==> src/rtl/line_stream_packer_if.sv <==
// Per-flow FIFO handshake bundles used by line_stream_packer.
// read_interface : upstream FIFO side (empty/read/dout), one lane per flow.
// write_interface: downstream FIFO side (full/write/din), one lane per flow.
// The actor modport is the block that pops/pushes; master is the same view
// under the generic name, slave is the FIFO model side.

interface read_interface #(
    parameter int N = 2,
    parameter int W = 8
);
    logic [N-1:0] empty;
    logic [N-1:0] read;
    logic [W-1:0] dout [N];

    modport actor  (input empty, input dout, output read);
    modport master (input empty, input dout, output read);
    modport slave  (output empty, output dout, input read);
endinterface

interface write_interface #(
    parameter int N = 2,
    parameter int W = 8
);
    logic [N-1:0] full;
    logic [N-1:0] write;
    logic [W-1:0] din [N];

    modport actor  (input full, output write, output din);
    modport master (input full, output write, output din);
    modport slave  (output full, input write, input din);
endinterface

==> src/rtl/line_stream_packer.sv <==
// line_stream_packer: per-flow block header / pel stream packer.
// Each flow accepts a {tag,height,width} header, forwards the sizes, then
// forwards width*height pels tagged with the flow index. One flow fires per
// cycle, lowest eligible index wins. Strobes are combinational in the firing
// cycle; all state is registered.
// Optional build macro: LINE_PACKER_ZERO_SKIP_EN -- when defined, headers with
// a zero width or height are popped and dropped without any size writes.

module line_stream_packer #(
    parameter int FLUX       = 2,
    parameter int DATA_WIDTH = 18,
    parameter int SIZE_WIDTH = 7
) (
    input  logic          clk,
    input  logic          rst,
    read_interface.actor  read_port_hdr,
    read_interface.actor  read_port_pel,
    write_interface.actor write_port_ext_size,
    write_interface.actor write_port_real_size,
    write_interface.actor write_port_pel
);

    localparam int TAG_WIDTH = (FLUX > 1) ? $clog2(FLUX) : 1;
    localparam int HDR_W     = 2 * SIZE_WIDTH + TAG_WIDTH;
    localparam int PEL_IN_W  = DATA_WIDTH + TAG_WIDTH;

    typedef enum logic {
        IDLE   = 1'b0,
        STREAM = 1'b1
    } state_t;

    state_t                state [FLUX];
    logic [SIZE_WIDTH-1:0] cnt_h [FLUX];
    logic [SIZE_WIDTH-1:0] cnt_v [FLUX];
    logic [SIZE_WIDTH-1:0] max_h [FLUX];
    logic [SIZE_WIDTH-1:0] max_v [FLUX];

    logic [SIZE_WIDTH-1:0] hdr_w [FLUX];
    logic [SIZE_WIDTH-1:0] hdr_h [FLUX];
    logic [FLUX-1:0]       hdr_zero;
    logic [FLUX-1:0]       is_idle;
    logic [FLUX-1:0]       eligible;
    logic [FLUX-1:0]       fire;

    // Incoming tags are deliberately ignored; the output tag is the lane index.
    logic [FLUX-1:0]       unused_hdr_tag;
    logic [FLUX-1:0]       unused_pel_tag;

    for (genvar i = 0; i < FLUX; i++) begin : g_flow
        assign hdr_w[i]          = read_port_hdr.dout[i][SIZE_WIDTH-1:0];
        assign hdr_h[i]          = read_port_hdr.dout[i][2*SIZE_WIDTH-1:SIZE_WIDTH];
        assign hdr_zero[i]       = (hdr_w[i] == '0) || (hdr_h[i] == '0);
        assign is_idle[i]        = (state[i] == IDLE);
        assign unused_hdr_tag[i] = ^read_port_hdr.dout[i][HDR_W-1:2*SIZE_WIDTH];
        assign unused_pel_tag[i] = ^read_port_pel.dout[i][PEL_IN_W-1:DATA_WIDTH];

        assign write_port_ext_size.din[i]  = {TAG_WIDTH'(i), hdr_h[i]};
        assign write_port_real_size.din[i] = {TAG_WIDTH'(i), hdr_w[i]};
        assign write_port_pel.din[i]       = {TAG_WIDTH'(i), read_port_pel.dout[i][DATA_WIDTH-1:0]};
    end

    // Per-flow eligibility: idle flows need a header and room for both sizes,
    // streaming flows need a pel and room for it.
    always_comb begin
        eligible = '0;
        for (int i = 0; i < FLUX; i++) begin
            if (is_idle[i]) begin
`ifdef LINE_PACKER_ZERO_SKIP_EN
                eligible[i] = !read_port_hdr.empty[i] &&
                              (hdr_zero[i] ||
                               (!write_port_ext_size.full[i] && !write_port_real_size.full[i]));
`else
                eligible[i] = !read_port_hdr.empty[i] &&
                              !write_port_ext_size.full[i] && !write_port_real_size.full[i];
`endif
            end else begin
                eligible[i] = !read_port_pel.empty[i] && !write_port_pel.full[i];
            end
        end
    end

    // Lowest set bit of eligible wins; nothing fires while in reset.
    assign fire = rst ? '0 : (eligible & (~eligible + FLUX'(1)));

    assign read_port_hdr.read  = fire & is_idle;
    assign read_port_pel.read  = fire & ~is_idle;
    assign write_port_pel.write = fire & ~is_idle;
`ifdef LINE_PACKER_ZERO_SKIP_EN
    assign write_port_ext_size.write  = fire & is_idle & ~hdr_zero;
    assign write_port_real_size.write = fire & is_idle & ~hdr_zero;
`else
    assign write_port_ext_size.write  = fire & is_idle;
    assign write_port_real_size.write = fire & is_idle;
`endif

    // Per-flow state machine and raster counters; only the fired flow moves.
    always_ff @(posedge clk) begin
        if (rst) begin
            for (int i = 0; i < FLUX; i++) begin
                state[i] <= IDLE;
                cnt_h[i] <= '0;
                cnt_v[i] <= '0;
                max_h[i] <= '0;
                max_v[i] <= '0;
            end
        end else begin
            for (int i = 0; i < FLUX; i++) begin
                if (fire[i]) begin
                    if (is_idle[i]) begin
`ifdef LINE_PACKER_ZERO_SKIP_EN
                        if (!hdr_zero[i]) begin
                            max_h[i] <= hdr_w[i];
                            max_v[i] <= hdr_h[i];
                            cnt_h[i] <= '0;
                            cnt_v[i] <= '0;
                            state[i] <= STREAM;
                        end
`else
                        max_h[i] <= hdr_w[i];
                        max_v[i] <= hdr_h[i];
                        cnt_h[i] <= '0;
                        cnt_v[i] <= '0;
                        state[i] <= hdr_zero[i] ? IDLE : STREAM;
`endif
                    end else if (cnt_h[i] < (max_h[i] - SIZE_WIDTH'(1))) begin
                        cnt_h[i] <= cnt_h[i] + SIZE_WIDTH'(1);
                    end else if (cnt_v[i] < (max_v[i] - SIZE_WIDTH'(1))) begin
                        cnt_h[i] <= '0;
                        cnt_v[i] <= cnt_v[i] + SIZE_WIDTH'(1);
                    end else begin
                        cnt_h[i] <= '0;
                        cnt_v[i] <= '0;
                        state[i] <= IDLE;
                    end
                end
            end
        end
    end

endmodule

==> src/flat_wrapper.sv <==
// flat-port wrapper written by rule: the top's interface ports become plain ports
module line_stream_packer_flat 
#(
    parameter int FLUX       = 2,
    parameter int DATA_WIDTH = 18,
    parameter int SIZE_WIDTH = 7
)
  (clk, rst, read_port_hdr_empty, read_port_hdr_dout, read_port_hdr_read, read_port_pel_empty, read_port_pel_dout, read_port_pel_read, write_port_ext_size_full, write_port_ext_size_write, write_port_ext_size_din, write_port_real_size_full, write_port_real_size_write, write_port_real_size_din, write_port_pel_full, write_port_pel_write, write_port_pel_din);
  read_interface #(.N(FLUX), .W((2 * (7) + (1)))) read_port_hdr_i ();
  read_interface #(.N(FLUX), .W(((18) + (1)))) read_port_pel_i ();
  write_interface #(.N(FLUX), .W(((7) + (1)))) write_port_ext_size_i ();
  write_interface #(.N(FLUX), .W(((7) + (1)))) write_port_real_size_i ();
  write_interface #(.N(FLUX), .W(((18) + (1)))) write_port_pel_i ();
  input  logic clk;
  input  logic rst;
  input wire logic [$bits(read_port_hdr_i.empty)-1:0] read_port_hdr_empty;
  input wire logic [$bits(read_port_hdr_i.dout)-1:0] read_port_hdr_dout;
  output wire logic [$bits(read_port_hdr_i.read)-1:0] read_port_hdr_read;
  input wire logic [$bits(read_port_pel_i.empty)-1:0] read_port_pel_empty;
  input wire logic [$bits(read_port_pel_i.dout)-1:0] read_port_pel_dout;
  output wire logic [$bits(read_port_pel_i.read)-1:0] read_port_pel_read;
  input wire logic [$bits(write_port_ext_size_i.full)-1:0] write_port_ext_size_full;
  output wire logic [$bits(write_port_ext_size_i.write)-1:0] write_port_ext_size_write;
  output wire logic [$bits(write_port_ext_size_i.din)-1:0] write_port_ext_size_din;
  input wire logic [$bits(write_port_real_size_i.full)-1:0] write_port_real_size_full;
  output wire logic [$bits(write_port_real_size_i.write)-1:0] write_port_real_size_write;
  output wire logic [$bits(write_port_real_size_i.din)-1:0] write_port_real_size_din;
  input wire logic [$bits(write_port_pel_i.full)-1:0] write_port_pel_full;
  output wire logic [$bits(write_port_pel_i.write)-1:0] write_port_pel_write;
  output wire logic [$bits(write_port_pel_i.din)-1:0] write_port_pel_din;
  assign read_port_hdr_i.empty = read_port_hdr_empty;
  assign read_port_hdr_i.dout = {>>{read_port_hdr_dout}};
  assign read_port_hdr_read = read_port_hdr_i.read;
  assign read_port_pel_i.empty = read_port_pel_empty;
  assign read_port_pel_i.dout = {>>{read_port_pel_dout}};
  assign read_port_pel_read = read_port_pel_i.read;
  assign write_port_ext_size_i.full = write_port_ext_size_full;
  assign write_port_ext_size_write = write_port_ext_size_i.write;
  assign write_port_ext_size_din = {>>{write_port_ext_size_i.din}};
  assign write_port_real_size_i.full = write_port_real_size_full;
  assign write_port_real_size_write = write_port_real_size_i.write;
  assign write_port_real_size_din = {>>{write_port_real_size_i.din}};
  assign write_port_pel_i.full = write_port_pel_full;
  assign write_port_pel_write = write_port_pel_i.write;
  assign write_port_pel_din = {>>{write_port_pel_i.din}};
  line_stream_packer #(.FLUX(FLUX), .DATA_WIDTH(DATA_WIDTH), .SIZE_WIDTH(SIZE_WIDTH)) u_core (.clk(clk), .rst(rst), .read_port_hdr(read_port_hdr_i), .read_port_pel(read_port_pel_i), .write_port_ext_size(write_port_ext_size_i), .write_port_real_size(write_port_real_size_i), .write_port_pel(write_port_pel_i));
endmodule
==> config.mk <==
export PLATFORM = sky130hd
export DESIGN_NAME = line_stream_packer_flat
export DESIGN_NICKNAME = d
export VERILOG_FILES = /design/src/rtl/line_stream_packer_if.sv /design/src/rtl/line_stream_packer.sv /design/src/flat_wrapper.sv
export SDC_FILE = /design/constraint.sdc
export NUM_CORES = 1
export LEC_CHECK = 0
export CAP_MARGIN = 0
export CORE_ASPECT_RATIO = 1.25
export CORE_UTILIZATION = 46
export CTS_BUF_LIST = sky130_fd_sc_hd__clkbuf_8
export CTS_CLUSTER_DIAMETER = 40
export DETAILED_ROUTE_END_ITERATION = 6
export HOLD_SLACK_MARGIN = 0.06
export PLACE_DENSITY = 0.83
export SETUP_SLACK_MARGIN = 0.3
export SLEW_MARGIN = 20
export SYNTH_ARGS = -nofsm -noshare
export SYNTH_HDL_FRONTEND = slang
export SYNTH_SLANG_ARGS = --single-unit
==> constraint.sdc <==
create_clock -name clk -period 2.73 [get_ports clk]
set_input_delay 0.819 -clock clk [delete_from_list [all_inputs] [get_ports clk]]
set_output_delay 0.819 -clock clk [all_outputs]
set_load 0.1 [all_outputs]
==> impl_summary.log, run 1 <==
INFO  metric fmax = 343 MHz
INFO  metric setup.worst_path.end_class = output port
INFO  metric worst_r2r_path_depth = 9
INFO  metric synth-edff-count = 57
INFO  metric initial_antenna_violation_count = 0
INFO  metric min_period = 2.91 ns
INFO  metric vias_per_cell = 5.27
INFO  metric layout-area-overhead-vs-synth = 36.9%
INFO  metric hold_path.class = reg2reg
INFO  metric die_y = 109 um
INFO  metric cts-root-buf = clkbuf_8
INFO  metric reg2reg_slack = 0.35 ns
INFO  metric timing.clock.skew = 0.00993 ns
INFO  metric sw_frac_of_total = 32.7%
INFO  metric power-per-cell-area = 460 mW/mm^2
INFO  metric critical_path_start_type = input port
INFO  metric synth_simple_gate_area_share = 19.5%
INFO  metric hold_path.startpoint = u_core.cnt_h[0][0]
INFO  metric power.internal = 1770 uW
INFO  metric via_count = 3060
INFO  metric post_synth_instance_area = 0.00418 mm^2
INFO  metric synth_top_area_share = 41.0%
INFO  metric post-synth-top-count-cell = buf_4
INFO  metric tns = -0.686 ns
INFO  metric filler_cell_count = 634
INFO  metric hpwl = 6.54 mm
INFO  metric maxSlewHeadroom = 60.7%
INFO  metric postSynthRegisterBits = 58
INFO  metric grt_util_met1 = 19.6%
INFO  metric final_antenna_violating_net_count = 0
INFO  metric synth-compound-area-share = 5.54%
INFO  metric h_tree_level_count = 3
INFO  metric synth.yosys.seq_area_share = 41.4%
INFO  metric drc = 0
INFO  metric total_wirelength = 8.87 mm
INFO  metric total_power = 2630 uW
INFO  metric netlist_top_cells_area = edfxtp_1 41%, buf_4 14%, ha_1 9.6%
INFO  metric routedWlPerCell = 15.3 um
INFO  metric postSynth.asyncResetShare = 0%
INFO  metric violations_in_the_final_reports = negative setup slack
INFO  metric synth_xor_xnor_area_share = 8.38%
INFO  metric final_hold_viol_count = 0
INFO  metric groute.layer.met3.usage = 4.35%
INFO  metric io_pins = 160
INFO  metric clock_tree.buffer_depth = 2
INFO  metric cts_sinks = 58
INFO  metric via_count_of_the_first_global_routing_pass = 3088
INFO  metric buffers_on_ports = 77
INFO  metric setup-violations-final = 6
INFO  metric yosys_warnings = 0
INFO  metric global_route.usage.total = 18.6%
INFO  metric sequential_group_share_of_total_power = 41.4%
INFO  metric run_status = finished with violations
INFO  metric mapped_cells = 398
INFO  metric synthFlopType = edfxtp_1
INFO  metric critPathKind = in2out
INFO  metric pwr-share-comb = 31.7%
INFO  metric area_of_the_placeable_core = 0.00875 mm^2
INFO  metric detail_route.iter0.violations = 164
INFO  metric max_slew.worst_pin.slew = 0.590 ns
INFO  metric die_area = 0.00947 mm^2
INFO  metric synth_mux_area_share = 0%
INFO  metric post_synth_num_cell_types = 50
INFO  metric reg2reg_to = u_core.state[0]
INFO  metric most_numerous_cell_types_in_the_synthesized_netlist = 76 x buf_4, 57 x edfxtp_1, 32 x ha_1
INFO  metric clock_power_share = 26.9%
INFO  metric grt_first_pass_wirelength = 13.4 mm
INFO  metric grtUsageMet2 = 33.9%
INFO  metric ir_drop = 0.000286 V
INFO  metric floorplan.initialDensity = 47.8%
INFO  metric num_antenna_cells = 0
INFO  metric globalRouteOverflowTotal = 0
INFO  metric setup_repair_after_global_routing_missed_its_margin = yes
INFO  metric worstHoldEndpoint = u_core.cnt_h[0][0]
INFO  metric crit_required = 1.91 ns
INFO  metric synthAdderAreaFrac = 9.58%
INFO  metric cp.arrival = 2.09 ns
INFO  metric yosys.area.top_type = edfxtp_1
INFO  metric fin_hold_ws = 0.612 ns
INFO  metric hold_path_depth = 1
INFO  metric crit_path_from = read_port_hdr_empty[0]
INFO  metric layout_setup_ws = -0.182 ns
INFO  metric power.net_switching = 861 uW
INFO  metric postCtsHoldBufs = 0
INFO  metric die_w = 87.3 um
INFO  metric cts_tree = built
INFO  metric maxSlewViolCount = 0
INFO  metric worst_r2r_startpoint = u_core.max_h[0][1]
INFO  metric crit_path_max_fo = 3
INFO  metric timing.max_cap.violations = 0
INFO  metric gpl.final_weighted_congestion = 0.833
INFO  metric drt-pass1-iter-count = 5
INFO  metric worst_skew_pair.late_latency = 0.34 ns
INFO  metric path_clk_slew = 0.06 ns
INFO  metric cts_inserted_buffers = 9
INFO  metric grt.busiest_layer = met2
INFO  metric post_synth.cell_area_avg = 10.5 um^2
INFO  metric std_cell_rows = 38
INFO  metric num-nets-final = 568
INFO  metric pin_count_of_the_biggest_net_entering_global_routing = 15
INFO  metric post-route-period-util = 107%
INFO  metric synth_top_family_by_area = simple AND/OR/NAND/NOR gates
INFO  metric final_layout_size_suffix_gt1_share = 32.8%
INFO  metric leakagePower = 0.00230 uW
[cell type report]
cell class / instances / area, um^2 / area share [%]
tap: 120 / 150 / 2.63
clock buffer: 12 / 165 / 2.89
clock inverter: 4 / 15.0 / 0.263
multi-input combinational: 253 / 2050 / 35.8
sequential: 58 / 1730 / 30.3
timing repair buffer: 123 / 1550 / 27.1
inverter: 11 / 53.8 / 0.941
[metrics by stage]
| step | util (%) | instances | setup WS, ns | instance area (um^2) |
|---|---|---|---|---|
| finish | 65.4 | 581 | -0.182 | 5720 |
| global route | 65.4 | 581 | -0.198 | 5720 |
| CTS | 63.0 | 571 | -0.178 | 5510 |
| detailed placement | 59.6 | 546 | -0.541 | 5220 |
| global placement | 59.6 | 546 | -0.546 | 5220 |
| floorplan | - | 402 | -0.703 | 4330 |
[flip-flops by register name, indices dropped and copies added, names as in the netlist]
signal	cells
u_core.max_h	14
u_core.max_v	14
u_core.cnt_v	14
u_core.cnt_h	14
u_core.state	2
[logic make-up (layout without fill, tap and decap cells)]
group | after synthesis | count (layout)
simple gates | 142 | 142
buf+inv | 91 | 150
flops | 58 | 58
xor+xnor | 40 | 40
compound gates | 33 | 33
fa+ha+maj | 32 | 32
other cells | 2 | 6
[critical path, stage by stage]
cell and delay (ns):
buf_6 0.09, or4_4 0.55, o211a_4 0.17, nor3b_4 0.16, buf_12 0.14, buf_12 0.16
[what timing repair did]
item                       4_1_cts  5_1_grt
pin swaps                       10       17
setup endpoints to repair       61       42
setup buffers                    9       10
gates resized for setup         58       32
[worst max path at each step]
stage	end	slack [ns]	cells after the start
CTS	write_port_real_size_write[1]	-0.18	6
finish	write_port_ext_size_write[1]	-0.18	6
floorplan	write_port_ext_size_write[1]	-0.70	4
global placement	read_port_hdr_read[1]	-0.55	5
detailed placement	read_port_hdr_read[1]	-0.54	5
global route	read_port_hdr_read[1]	-0.20	6
[routing by layer]
| metal | up-vias | part of all wire, % |
|---|---|---|
| li1 | 1464 | - |
| met1 | 1455 | 38 |
| met2 | 112 | 53 |
| met3 | 29 | 5.4 |
| met4 | 0 | 3.3 |
| met5 | - | 0 |
[cells in the final DEF (no fill, tap or decap), types with 3 or more instances in the layout]
| master | count |
|---|---|
| inv_2 | 3 |
| buf_4 | 39 |
| clkdlybuf4s50_1 | 25 |
| a21oi_1 | 7 |
| and3_1 | 5 |
| nand3b_1 | 3 |
| nor4_4 | 4 |
| nor4_2 | 4 |
| edfxtp_1 | 57 |
| nor2_1 | 21 |
| and2_1 | 28 |
| xnor2_1 | 21 |
| inv_1 | 11 |
| a21o_1 | 5 |
| ha_1 | 29 |
| nand3_1 | 15 |
| nand2_1 | 12 |
| clkbuf_8 | 12 |
| nor3_1 | 17 |
| nand4_1 | 5 |
| nor2_4 | 3 |
| conb_1 | 6 |
| nor4_1 | 4 |
| buf_2 | 4 |
| buf_6 | 7 |
| a21oi_2 | 5 |
| buf_12 | 41 |
| o211ai_1 | 4 |
| xor2_1 | 19 |
[power by group through the flow]
stage               Sequential [uW]  Clock (uW)  Combinational, uW
floorplan                      1090           0                768
global placement               1100           0                731
detailed placement             1110           0                755
CTS                            1090         712                777
global route                   1100         756                884
finish                         1090         707                834
Power figures use the tool's default switching activity.
==> run 2: changes to the inputs <==
- SETUP_SLACK_MARGIN: 0.3 -> not set
==> run 2 against run 1 <==
  * The run still ends with negative setup slack left
  * Via count decreased by 4.0%
  * Clock skew increased by 0.0022 ns
  * Die area unchanged
  * Sequential share of layout area increased by 1.7 points
  * Fmax increased by 0.21%
  * Critical path depth unchanged
  * Hold slack got worse by 0.0017 ns
  * Global-route usage about the same
  * Flip-flop and latch count unchanged
  * First-iteration DRC count decreased by 31%
  * Routed wire length decreased by 4.3%
  * Cell count decreased by 1.9%
  * Critical path type unchanged
==> impl_summary.log, run 2 (synthesized netlist as in run 1, its figures left out) <==
INFO  metric pin_count_of_the_biggest_net_entering_global_routing = 15
INFO  metric die_area = 0.00947 mm^2
INFO  metric cts_tree = built
INFO  metric via_count_of_the_first_global_routing_pass = 2933
INFO  metric die_y = 109 um
INFO  metric setup.worst_path.end_class = output port
INFO  metric routedWlPerCell = 14.9 um
INFO  metric tns = -1.12 ns
INFO  metric global_route.usage.total = 18.6%
INFO  metric power-per-cell-area = 459 mW/mm^2
INFO  metric vias_per_cell = 5.16
INFO  metric final_core_utilization = 61.9%
INFO  metric setup-violations-final = 8
INFO  metric violations_in_the_final_reports = negative setup slack
INFO  metric path_clk_slew = 0.06 ns
INFO  metric crit_path_max_fo = 3
INFO  metric grt_first_pass_wirelength = 13.2 mm
INFO  metric cts_sinks = 58
INFO  metric h_tree_level_count = 3
INFO  metric final_layout_size_suffix_gt1_share = 23.7%
INFO  metric layout-area-overhead-vs-synth = 29.6%
INFO  metric area_of_the_multi_input_gates = 0.00189 mm^2
INFO  metric globalRouteOverflowTotal = 0
INFO  metric cts_inserted_buffers = 9
INFO  metric hold_path.class = reg2reg
INFO  metric placed_cells = 545
INFO  metric std_cell_rows = 38
INFO  metric filler_cell_count = 693
INFO  metric worst_skew_pair.late_latency = 0.35 ns
INFO  metric run_status = finished with violations
INFO  metric cts-root-buf = clkbuf_8
INFO  metric post-route-period-util = 106%
INFO  metric layout_setup_ws = -0.176 ns
INFO  metric total_wirelength = 8.49 mm
INFO  metric setup_repair_after_global_routing_missed_its_margin = yes
INFO  metric final_antenna_violating_net_count = 0
INFO  metric timing.clock.skew = 0.0121 ns
INFO  metric detail_route.iter0.violations = 113
INFO  metric drt-pass1-iter-count = 4
INFO  metric maxSlewViolCount = 0
INFO  metric via_count = 2939
INFO  metric maxSlewHeadroom = 59.7%
INFO  metric final-seq-area = 0.00173 mm^2
INFO  metric cp.arrival = 2.09 ns
INFO  metric min_period = 2.91 ns
INFO  metric die_w = 87.3 um
INFO  metric worst_r2r_path_depth = 9
INFO  metric clock_tree.buffer_depth = 2
INFO  metric io_pins = 160
INFO  metric initial_antenna_violation_count = 2
INFO  metric area_of_the_placeable_core = 0.00875 mm^2
INFO  metric timing.max_cap.violations = 0
INFO  metric ir_drop = 0.000324 V
INFO  metric final-instance-count-excl-fill = 570
INFO  metric leading_cell_type_in_the_layout_fill_and_taps_excluded = edfxtp_1
INFO  metric commonest_non_fill_non_tap_cells_in_the_layout = 57 x edfxtp_1, 42 x buf_12, 32 x ha_1, 29 x buf_4
INFO  metric fmax = 344 MHz
INFO  metric critical_path_start_type = input port
INFO  metric drc = 0
INFO  metric preCtsSetupSlack = -0.533 ns
INFO  metric max_slew.worst_pin.slew = 0.604 ns
INFO  metric postCtsHoldBufs = 0
INFO  metric crit_required = 1.91 ns
INFO  metric leakagePower = 0.00216 uW
INFO  metric final_hold_viol_count = 0
INFO  metric gpl.final_weighted_congestion = 0.831
INFO  metric floorplan.initialDensity = 47.8%
INFO  metric num-nets-final = 556
INFO  metric hold_path_depth = 1
INFO  metric buffers_on_ports = 77
INFO  metric hpwl = 6.53 mm
INFO  metric critPathKind = in2out
[run 2: cell types whose count changed in the layout (fill, tap and decap cells not counted), moves of 4 or more]
cell	delta
a21oi_1	+4
a21oi_2	-4
buf_2	-4
buf_4	-10
buf_6	-4
nor4_1	+6
nor4_2	-4
[run 2: metal layers]
| metal | global-route usage [%] | share of wire (%) | vias to the layer above |
|---|---|---|---|
| li1 | - | - | 1436 |
| met4 | 9.95 | 3.4 | 0 |
| met3 | 7.86 | 7.6 | 25 |
| met1 | 18.9 | 38 | 1364 |
| met5 | 0 | 0 | - |
| met2 | 32.1 | 51 | 114 |
[run 2: critical path: stages]
cell     delay (ns)
buf_6          0.10
or4_4          0.54
o211a_4        0.17
nor3b_4        0.15
buf_12         0.15
buf_12         0.16
[run 2: timing repair]
action	in CTS	in global routing
pin swaps	6	4
resized for setup	29	3
endpoints found under the setup margin	10	8
setup buffers	8	1
[run 2: worst paths after layout]
path,start,endpoint,slack [ns]
setup / recovery,write_port_real_size_full[0],write_port_real_size_write[1],-0.18
setup reg to reg,u_core.max_v[0][7],u_core.cnt_v[1][5],0.13
hold reg to reg,u_core.cnt_h[0][0],u_core.cnt_h[0][0],0.61
hold / removal,u_core.cnt_h[0][0],u_core.cnt_h[0][0],0.61
[run 2: report_power, final]
part | total, uW | internal (uW) | leakage (uW) | switching (uW)
combinational | 759 | 304 | 0.00147 | 455
sequential | 1090 | 1040 | 0.000604 | 50.0
clock | 638 | 309 | 0.0000849 | 329
[run 2: cell type report]
type / count / area share, %
clock inverters: 6 / 0.485
flip-flops and latches: 58 / 32.0
inverters: 11 / 0.808
well taps: 120 / 2.77
repair buffers: 111 / 26.7
diodes: 2 / 0.0924
clock buffers: 9 / 2.29
multi-input cells: 253 / 34.9
[run 2: metrics by stage]
step	total power [uW]	area, um^2	hold slack (ns)
floorplan	1860	4300	0.573
global placement	1830	5190	0.603
detailed placement	1860	5190	0.610
CTS	2490	5410	0.620
global route	2590	5420	0.655
finish	2480	5420	0.610
==> run 3: changes to the inputs <==
- CORE_UTILIZATION: 46 -> 48
- DONT_BUFFER_PORTS: not set -> 1
- PLACE_DENSITY: 0.83 -> not set
==> run 3 against run 2 <==
  * The run still ends with negative setup slack left
  * Largest cell class unchanged
  * Sequential power about the same
  * Register-to-register slack improved by 0.11 ns
  * Non-clock buffer count decreased by 89
  * Fmax increased by 2.4%
  * Routed wire length decreased by 12%
  * Setup slack improved by 0.068 ns
  * Combinational power decreased by 47%
  * Critical path depth decreased by 1
  * Flip-flop and latch count unchanged
  * Sequential share of layout area increased by 8.7 points
  * Utilization decreased by 11 points
  * Cell count decreased by 20%
==> impl_summary.log, run 3 (synthesized netlist as in run 1, its figures left out) <==
INFO  metric run_status = finished with violations
INFO  metric violations_in_the_final_reports = negative setup slack
INFO  metric layout-area-overhead-vs-synth = 1.95%
INFO  metric vias_per_cell = 5.60
INFO  metric commonest_non_fill_non_tap_cells_in_the_layout = 57 x edfxtp_1, 32 x ha_1, 28 x and2_1, 22 x nor2_1, 21 x xnor2_1
INFO  metric std_cell_rows = 37
INFO  metric globalRouteOverflowTotal = 0
INFO  metric worst_r2r_path_depth = 9
INFO  metric num_antenna_cells = 0
INFO  metric cp_cell_sequence = or4_4 -> o211a_2 -> nor3b_4 -> buf_12 -> buf_16
INFO  metric worstHoldEndpoint = u_core.state[1]
INFO  metric die_y = 106 um
INFO  metric critPathKind = in2out
INFO  metric worst_path_largest_cell_delay = 0.54 ns
INFO  metric postCtsHoldBufs = 0
INFO  metric finish.instance_area = 0.00426 mm^2
INFO  metric cts_inserted_buffers = 9
INFO  metric die_area = 0.00909 mm^2
INFO  metric final_hold_viol_count = 0
INFO  metric post-route-period-util = 104%
INFO  metric drc = 0
INFO  metric min_period = 2.84 ns
INFO  metric cp.arrival = 2.02 ns
INFO  metric via_count_of_the_first_global_routing_pass = 2597
INFO  metric critical-path-top-delay-family = simple AND/OR/NAND/NOR gates
INFO  metric final_layout_size_suffix_gt1_share = 14.0%
INFO  metric hold_path.startpoint = rst
INFO  metric crit_path_max_fo = 2
INFO  metric setup.worst_path.end_class = output port
INFO  metric power-per-cell-area = 496 mW/mm^2
INFO  metric total_power = 2110 uW
INFO  metric layout_setup_ws = -0.108 ns
INFO  metric num-nets-final = 467
INFO  metric crit_slowest_cell = or4_4
INFO  metric gpl.final_weighted_congestion = 0.759
INFO  metric worst_r2r_startpoint = u_core.max_h[0][0]
INFO  metric timing.clock.skew = 0.00735 ns
INFO  metric cts_sinks = 58
INFO  metric reg2reg_to = u_core.state[0]
INFO  metric timing.critical_path.buf_inv = 2
INFO  metric maxSlewViolCount = 0
INFO  metric total_wirelength = 7.49 mm
INFO  metric global_route.usage.total = 17.5%
INFO  metric postPlaceCellArea = 0.00404 mm^2
INFO  metric fmax = 352 MHz
INFO  metric critical_path_start_type = input port
INFO  metric via_count = 2548
INFO  metric ir_drop = 0.000272 V
INFO  metric leakagePower = 0.00161 uW
INFO  metric max_slew.worst_pin.slew = 0.613 ns
INFO  metric filler_cell_count = 762
INFO  metric area_of_the_placeable_core = 0.00833 mm^2
INFO  metric floorplan.initialDensity = 50.2%
INFO  metric initial_antenna_violation_count = 0
INFO  metric hold_path_depth = 1
INFO  metric setup_repair_after_global_routing_missed_its_margin = yes
INFO  metric buffers_on_ports = 0
INFO  metric die_w = 85.5 um
INFO  metric detail_route.iter0.violations = 74
INFO  metric drt-pass1-iter-count = 4
INFO  metric leading_cell_type_in_the_layout_fill_and_taps_excluded = edfxtp_1
INFO  metric timing.max_cap.violations = 0
INFO  metric h_tree_level_count = 3
INFO  metric final_antenna_violating_net_count = 0
INFO  metric reg2reg_slack = 0.24 ns
INFO  metric cts-root-buf = clkbuf_8
INFO  metric worst_skew_pair.late_latency = 0.33 ns
INFO  metric hpwl = 5.83 mm
INFO  metric path_clk_slew = 0.06 ns
INFO  metric tns = -0.548 ns
INFO  metric grt_first_pass_wirelength = 12.0 mm
INFO  metric cts_tree = built
INFO  metric io_pins = 160
INFO  metric crit_path_from = write_port_real_size_full[0]
INFO  metric hold_path.class = in2reg
INFO  metric final_core_utilization = 51.1%
INFO  metric setup-violations-final = 6
INFO  metric routedWlPerCell = 16.5 um
INFO  metric pin_count_of_the_biggest_net_entering_global_routing = 29
INFO  metric crit_required = 1.91 ns
INFO  metric maxSlewHeadroom = 59.1%
INFO  metric clock_tree.buffer_depth = 2
run 3: changes by cell type in the layout (fill, tap and decap cells not counted), sizes merged:
| cell | delta |
|---|---|
| buf | -52 |
| clkdlybuf4s50 | -28 |
| dlygate4sd2 | -4 |
| clkdlybuf4s15 | -3 |
| clkbuf | -2 |
| diode | -2 |
| inv | -2 |
| clkinvlp | +1 |
run 3: how the worst max path moves through the flow:
stage,end,depth (start not counted),slack (ns)
after floorplan,write_port_ext_size_write[1],4,-0.70
after global placement,write_port_ext_size_write[1],4,-0.12
after detailed placement,write_port_ext_size_write[1],4,-0.13
after CTS,write_port_real_size_write[1],5,-0.11
after global routing,write_port_ext_size_write[1],5,-0.13
final,write_port_real_size_write[1],5,-0.11
run 3: worst reg2reg max path: stages (launching register included):
cell and delay [ns]:
edfxtp_1 0.41, inv_1 0.10, ha_1 0.21, nand3b_1 0.10
xor2_1 0.16, ha_1 0.31, a21oi_1 0.13, o21ai_0 0.18
or2_2 0.32, a311o_1 0.36
run 3: area by class of cell:
cell class                      instances  area (um^2)  share of cell area [%]
Inverter                               11         67.6                    1.59
Timing Repair Buffer                   22          308                    7.22
Sequential cell                        58         1730                    40.7
Multi-Input combinational cell        253         1880                    44.2
Clock buffer                            9          124                    2.91
Clock inverter                          5         23.8                   0.558
Tap cell                               97          121                    2.85
run 3: power by group:
part	internal (uW)	leakage [uW]	switching (uW)
clock network	307	0.0000735	320
logic	161	0.000932	239
registers	1040	0.000605	50.0
total	1510	0.00161	608
run 3: what timing repair did:
item                       in CTS  in global routing
pin swaps                       1                  0
setup endpoints to repair       8                  8
setup buffers                   3                  0
gates resized for setup         4                  4
run 3: metal layers:
layer / GRT usage (%) / routed length, um
met5: 0 / 0
met4: 10.5 / 267
met3: 3.65 / 408
met2: 29.5 / 3660
met1: 20.3 / 3150
run 3: per-stage QoR:
step / setup slack [ns] / hold WS (ns) / std cells
after floorplan: -0.703 / 0.573 / 402
after global placement: -0.122 / 0.614 / 439
after detailed placement: -0.132 / 0.618 / 439
after CTS: -0.112 / 0.524 / 455
after global routing: -0.130 / 0.523 / 455
final: -0.108 / 0.543 / 455
